$ cat src/rtl/bias_pkg.sv
// Shared constants and FSM state type for the bias-add scheduler.
package bias_pkg;

  localparam int LANE_W = 18;
  localparam int SUM_W  = 19;

  localparam logic signed [LANE_W-1:0] SAT_MAX = 18'sh1FFFF;
  localparam logic signed [LANE_W-1:0] SAT_MIN = 18'sh20000;

  typedef enum logic [1:0] {
    IDLE  = 2'd0,
    RUN   = 2'd1,
    DRAIN = 2'd2,
    DONE  = 2'd3
  } state_e;

endpackage

$ cat src/rtl/bias_lane_add.sv
// One 18-bit lane: sign-extended add of data and bias into 19 bits, then fit to 18.
// BIAS_SAT_EN selects saturation; otherwise the sum wraps to its low 18 bits.
module bias_lane_add
  import bias_pkg::*;
(
  input  logic signed [LANE_W-1:0] data_i,
  input  logic signed [LANE_W-1:0] bias_i,
  output logic signed [LANE_W-1:0] sum_o
);

  logic signed [SUM_W-1:0] sum_w;

  function automatic logic signed [LANE_W-1:0] fit_lane(input logic signed [SUM_W-1:0] s);
`ifdef BIAS_SAT_EN
    // The two top bits disagree exactly when the 19-bit sum is outside 18-bit range.
    if (s[SUM_W-1] != s[SUM_W-2]) begin
      return s[SUM_W-1] ? SAT_MIN : SAT_MAX;
    end
    return s[LANE_W-1:0];
`else
    return s[LANE_W-1:0];
`endif
  endfunction

  assign sum_w = {data_i[LANE_W-1], data_i} + {bias_i[LANE_W-1], bias_i};
  assign sum_o = fit_lane(sum_w);

endmodule

$ cat src/rtl/bias_add_sched.sv
// Adds a per-group constant bias to a stream of adder-tree rows, walking N_GROUPS
// groups of cfg_pixels beats per pass. Lane arithmetic honours BIAS_SAT_EN.
module bias_add_sched
  import bias_pkg::*;
#(
  parameter int N_adder_tree = 16,
  parameter int N_GROUPS     = 4,
  localparam int GW          = (N_GROUPS > 1) ? $clog2(N_GROUPS) : 1,
  localparam int ROW_W       = N_adder_tree * LANE_W
)(
  input  logic                         clk,
  input  logic                         rst,
  input  logic                         start,
  input  logic [15:0]                  cfg_pixels,
  input  logic [N_GROUPS*ROW_W-1:0]    bias_bank,
  input  logic                         in_valid,
  output logic                         in_ready,
  input  logic [ROW_W-1:0]             in_data,
  output logic                         out_valid,
  input  logic                         out_ready,
  output logic [ROW_W-1:0]             out_data,
  output logic [GW-1:0]                group_idx,
  output logic                         busy,
  output logic                         done
);

  state_e            state_q, state_d;
  logic [15:0]       pix_q, pix_d;
  logic [15:0]       npix_q, npix_d;
  logic [GW-1:0]     grp_q, grp_d;
  logic              out_valid_q, out_valid_d;
  logic [ROW_W-1:0]  out_data_q, out_data_d;
  logic [ROW_W-1:0]  bias_sel;
  logic [ROW_W-1:0]  sum_row;
  logic              accept, last_pix, last_grp;

  assign bias_sel = bias_bank[int'(grp_q)*ROW_W +: ROW_W];

  for (genvar i = 0; i < N_adder_tree; i++) begin : g_lane
    bias_lane_add u_lane (
      .data_i (in_data[i*LANE_W +: LANE_W]),
      .bias_i (bias_sel[i*LANE_W +: LANE_W]),
      .sum_o  (sum_row[i*LANE_W +: LANE_W])
    );
  end

  // A new beat may enter whenever the output register is free or being drained this cycle.
  assign in_ready = (state_q == RUN) && (!out_valid_q || out_ready);
  assign accept   = in_valid && in_ready;
  assign last_pix = (pix_q == npix_q - 16'd1);
  assign last_grp = (grp_q == GW'(N_GROUPS - 1));

  always_comb begin
    state_d     = state_q;
    pix_d       = pix_q;
    npix_d      = npix_q;
    grp_d       = grp_q;
    out_valid_d = out_valid_q;
    out_data_d  = out_data_q;

    unique case (state_q)
      IDLE: begin
        if (start) begin
          state_d = RUN;
          npix_d  = (cfg_pixels == 16'd0) ? 16'd1 : cfg_pixels;
          pix_d   = 16'd0;
          grp_d   = '0;
        end
      end
      RUN: begin
        if (accept) begin
          if (last_pix) begin
            pix_d = 16'd0;
            if (last_grp) begin
              grp_d   = '0;
              state_d = DRAIN;
            end else begin
              grp_d = grp_q + 1'b1;
            end
          end else begin
            pix_d = pix_q + 16'd1;
          end
        end
      end
      DRAIN: begin
        if (!out_valid_q || out_ready) state_d = DONE;
      end
      DONE:    state_d = IDLE;
      default: state_d = IDLE;
    endcase

    if (accept) begin
      out_valid_d = 1'b1;
      out_data_d  = sum_row;
    end else if (out_ready) begin
      out_valid_d = 1'b0;
    end
  end

  always_ff @(posedge clk or posedge rst) begin
    if (rst) begin
      state_q     <= IDLE;
      pix_q       <= 16'd0;
      npix_q      <= 16'd1;
      grp_q       <= '0;
      out_valid_q <= 1'b0;
      out_data_q  <= '0;
    end else begin
      state_q     <= state_d;
      pix_q       <= pix_d;
      npix_q      <= npix_d;
      grp_q       <= grp_d;
      out_valid_q <= out_valid_d;
      out_data_q  <= out_data_d;
    end
  end

  assign out_valid = out_valid_q;
  assign out_data  = out_data_q;
  assign group_idx = grp_q;
  assign busy      = (state_q == RUN) || (state_q == DRAIN);
  assign done      = (state_q == DONE);

endmodule

$ cat config.mk
export PLATFORM = sky130hd
export DESIGN_NAME = bias_add_sched
export DESIGN_NICKNAME = d
export VERILOG_FILES = /design/src/rtl/bias_pkg.sv /design/src/rtl/bias_lane_add.sv /design/src/rtl/bias_add_sched.sv
export SDC_FILE = /design/constraint.sdc
export NUM_CORES = 2
export LEC_CHECK = 0
export CAP_MARGIN = 15
export CORE_AREA = 3 3 681 683
export DETAILED_ROUTE_END_ITERATION = 12
export DIE_AREA = 0 0 684 686
export GPL_ROUTABILITY_DRIVEN = 0
export SLEW_MARGIN = 20
export SYNTH_ARGS = -nofsm -noshare
export SYNTH_HDL_FRONTEND = slang
export SYNTH_SLANG_ARGS = --single-unit
$ cat constraint.sdc
create_clock -name clk -period 18.65 [get_ports clk]
set_input_delay 5.595 -clock clk [delete_from_list [all_inputs] [get_ports clk]]
set_output_delay 5.595 -clock clk [all_outputs]
set_load 0.01 [all_outputs]
==> flow_metrics.py <==
metrics = {
    "logic_synthesis": {
        "synthDistinctLibCells": 79,
        "syn_area_um2": 31500,
        "synth.area.top_cells": "dfrtp_1, mux4_2, ha_1",
        "synth_edf_count": 0,
        "synth_top_area_share_pct": 25.7,
        "ys_ff_latch": 325,
        "syn_avg_cell_area_um2": 9.84,
        "yosys_warnings": 0,
        "seq_area_frac_synth_pct": 25.8,
        "synth_most_common_cell": "nand2_1",
        "yosys.area.top_type": "dfrtp_1",
        "synth_common_cells": "nand2_1, dfrtp_1, mux4_2, ha_1, o21ai_0",
        "synthCells": 3200,
        "async_flop_share_pct": 100,
        "ys_dominant_reg_cell": "dfrtp_1",
        "syn-num-nets": 4957,
    },
    "place": {
        "dpl.hpwl_mm": 357,
        "io_buffers": 1754,
        "pre_cts_ws_ns": 6.04,
    },
    "timing": {
        "rsz0062_at_grt": "no",
        "finalSetupViolations": 0,
        "tns_ns": 0,
        "period_share_pct": 67.7,
        "slew_viol_final": 0,
        "timing.fmax_mhz": 79.2,
        "fin_crit_ns": 12.63,
        "max_slew.worst_pin.slew_ns": 1.14,
        "skew_ns": 0.0652,
        "worst_slack_ns": 6.02,
        "max_slew_margin_pct": 23.9,
        "hold_viol": 0,
    },
    "routing": {
        "vias": 37000,
        "vias_per_cell": 3.29,
        "wire_per_inst_um": 34.4,
        "totalWireLength_mm": 386,
        "ant_nets": 1,
        "drt_pass1_iterations": 7,
        "route.detailed.drc": 0,
        "drt_iter0_drc": 2734,
    },
    "worst_hold_path": {
        "min_path_type": "register to register",
        "hold_depth": 2,
    },
    "grt": {
        "overflow": 0,
        "grt_max_degree": 155,
        "track_usage_pct": 15.8,
        "grt_first_pass_wirelength_mm": 460,
        "grt_pass1_vias": 34700,
        "antenna_found_initial": 398,
    },
    "worst_setup_path": {
        "criticalPathCategory": "input pin to output pin",
        "worstPathMaxFanout": 4,
        "cp_top_family": "buffers and inverters",
        "critPathMaxStageDelay_ns": 0.56,
        "crit_slowest_cell": "clkdlybuf4s50_1",
        "path_cells": "clkdlybuf4s50_1 -> nand2b_1 -> and2_1 -> clkdlybuf4s50_1",
        "crit_arrival_ns": 7.04,
        "reg2regPathDepth": 14,
        "end_kind": "output pin",
        "cp_common_cell": "clkdlybuf4s50_1",
        "worst_ep_required_time_ns": 13.05,
        "start_kind": "input pin",
        "crit_buf_inv": 2,
        "cp_num_cells": 4,
    },
    "clock_network": {
        "cts.sinks": 325,
        "cts_inserted_buffers": 53,
        "post_cts_resized": 0,
        "postCtsHoldBufs": 0,
        "clk_pin_slew_ns": 0.06,
        "cts_setup_buffers": 0,
        "tritoncts": "yes",
        "ctsLongestPathBuffers": 3,
        "ctsHtreeMaxLevel": 2,
        "insertion_delay_ns": 0.76,
        "clockRootBuffer": "clkbuf_16",
    },
    "power_and_ir_drop": {
        "p_leak_uw": 0.0210,
        "power_density_nw_per_um2": 87.1,
        "ir_worst_vdd_v": 0.0000791,
        "power.total_uw": 5110,
    },
    "floorplanning": {
        "io_pins": 1755,
        "dieArea_um2": 469000,
        "core_area_um2": 459000,
        "die_h_um": 686,
        "die_w_um": 684,
        "std_cell_rows": 249,
        "initial_utilization_pct": 6.86,
    },
    "finish": {
        "layout-drive-gt1-share_pct": 9.84,
        "regArea_um2": 8140,
        "nets": 6663,
        "filler_cell_count": 52200,
        "area_growth_pct": 86.3,
        "multiInputGateArea_um2": 22400,
    },
    "status": {
        "violations": "antenna violations",
        "status": "complete, but fails checks",
    },
    "run": {
        "maxCapViolations": 0,
    },
}
power by group:
group          total, µW  internal, µW  switching, µW
Combinational       2770          1210           1560
Clock               1100           620            479
Sequential          1240          1030            211
Total               5110          2860           2250
metrics by stage:
step | area, µm² | utilization, % | hold WS, ns | cells
after global routing | 58500 | 12.7 | 0.499 | 11200
after global placement | 56500 | 12.3 | 0.461 | 11000
after CTS | 58300 | 12.7 | 0.478 | 11100
after floorplan | 31500 | - | 0.500 | 3200
final | 58700 | 12.8 | 0.471 | 11200
after detailed placement | 56500 | 12.3 | 0.463 | 11000
sequential cells by signal, indices dropped and copies added (netlist names):
register / flops
out_data: 288
group_idx: 2
state_q: 2
out_valid: 1
pix_q: 16
npix_q: 16
cell type report:
type,instances,area share (%)
Multi-Input combinational cell,2628,38.2
Timing Repair Buffer,1791,30.4
Sequential cell,325,13.9
Tap cell,6149,13.1
Clock buffer,61,2.41
Inverter,107,0.697
Clock inverter,38,0.674
Antenna cell,139,0.593
tightest hold or removal path, cell delays in order, from the launching register on:
cell and delay (ns):
dfrtp_1 0.33, nand2_1 0.05, nand2_1 0.05
cells by family after synthesis:
kind of cell             share of synthesized area (%)
XOR/XNOR                                          6.70
flip-flops                                        25.8
multiplexers                                      21.8
AND/OR/NAND/NOR                                   14.2
AO/OA/AOI/OAI                                     16.3
buffers and inverters                             3.06
adder cells (fa/ha/maj)                           12.1
routing by layer:
metal  global-route usage [%]  up-vias  part of all wire (%)
met2                     25.6     2388                    45
met1                     18.0    17800                    38
li1                         -    15700                     -
met4                     6.94      196                   5.4
met3                     6.90      913                    11
met5                        0        -                  0.34
cells in the final DEF, fill, tap and decap left out, drive strengths merged, types with 15 or more instances in the layout:
cell type,synthesis,routed
dfrtp,324,324
clkdlybuf4s50,0,1747
a31oi,20,20
nand3,66,66
a21o,45,45
mux4,288,288
or3,40,40
xor2,132,132
o31ai,25,25
o21a,36,36
buf,36,44
fa,16,16
nor4,15,15
nor2b,31,31
clkinv,0,15
o21ai,327,327
mux2,24,24
nor3,83,83
and3,28,28
clkbuf,104,61
o21bai,23,23
inv,107,121
diode,0,139
ha,280,280
nor2,169,169
a21oi,151,151
xnor2,109,109
and2,19,19
nand2,392,392
nand2b,50,50
a211o,34,34
a211oi,37,37
final timing paths:
kind                         startpoint            end  slack [ns]
hold reg to reg            out_data[36]   out_data[36]        0.47
setup reg to reg           group_idx[0]   out_data[35]       11.76
setup / recovery              out_ready       in_ready        6.02
hold / removal             out_data[36]   out_data[36]        0.47
min in group asynchronous           rst  out_data[253]        5.41
max in group asynchronous           rst   out_data[72]       10.86
No activity file was read; power rests on OpenSTA's default activity.
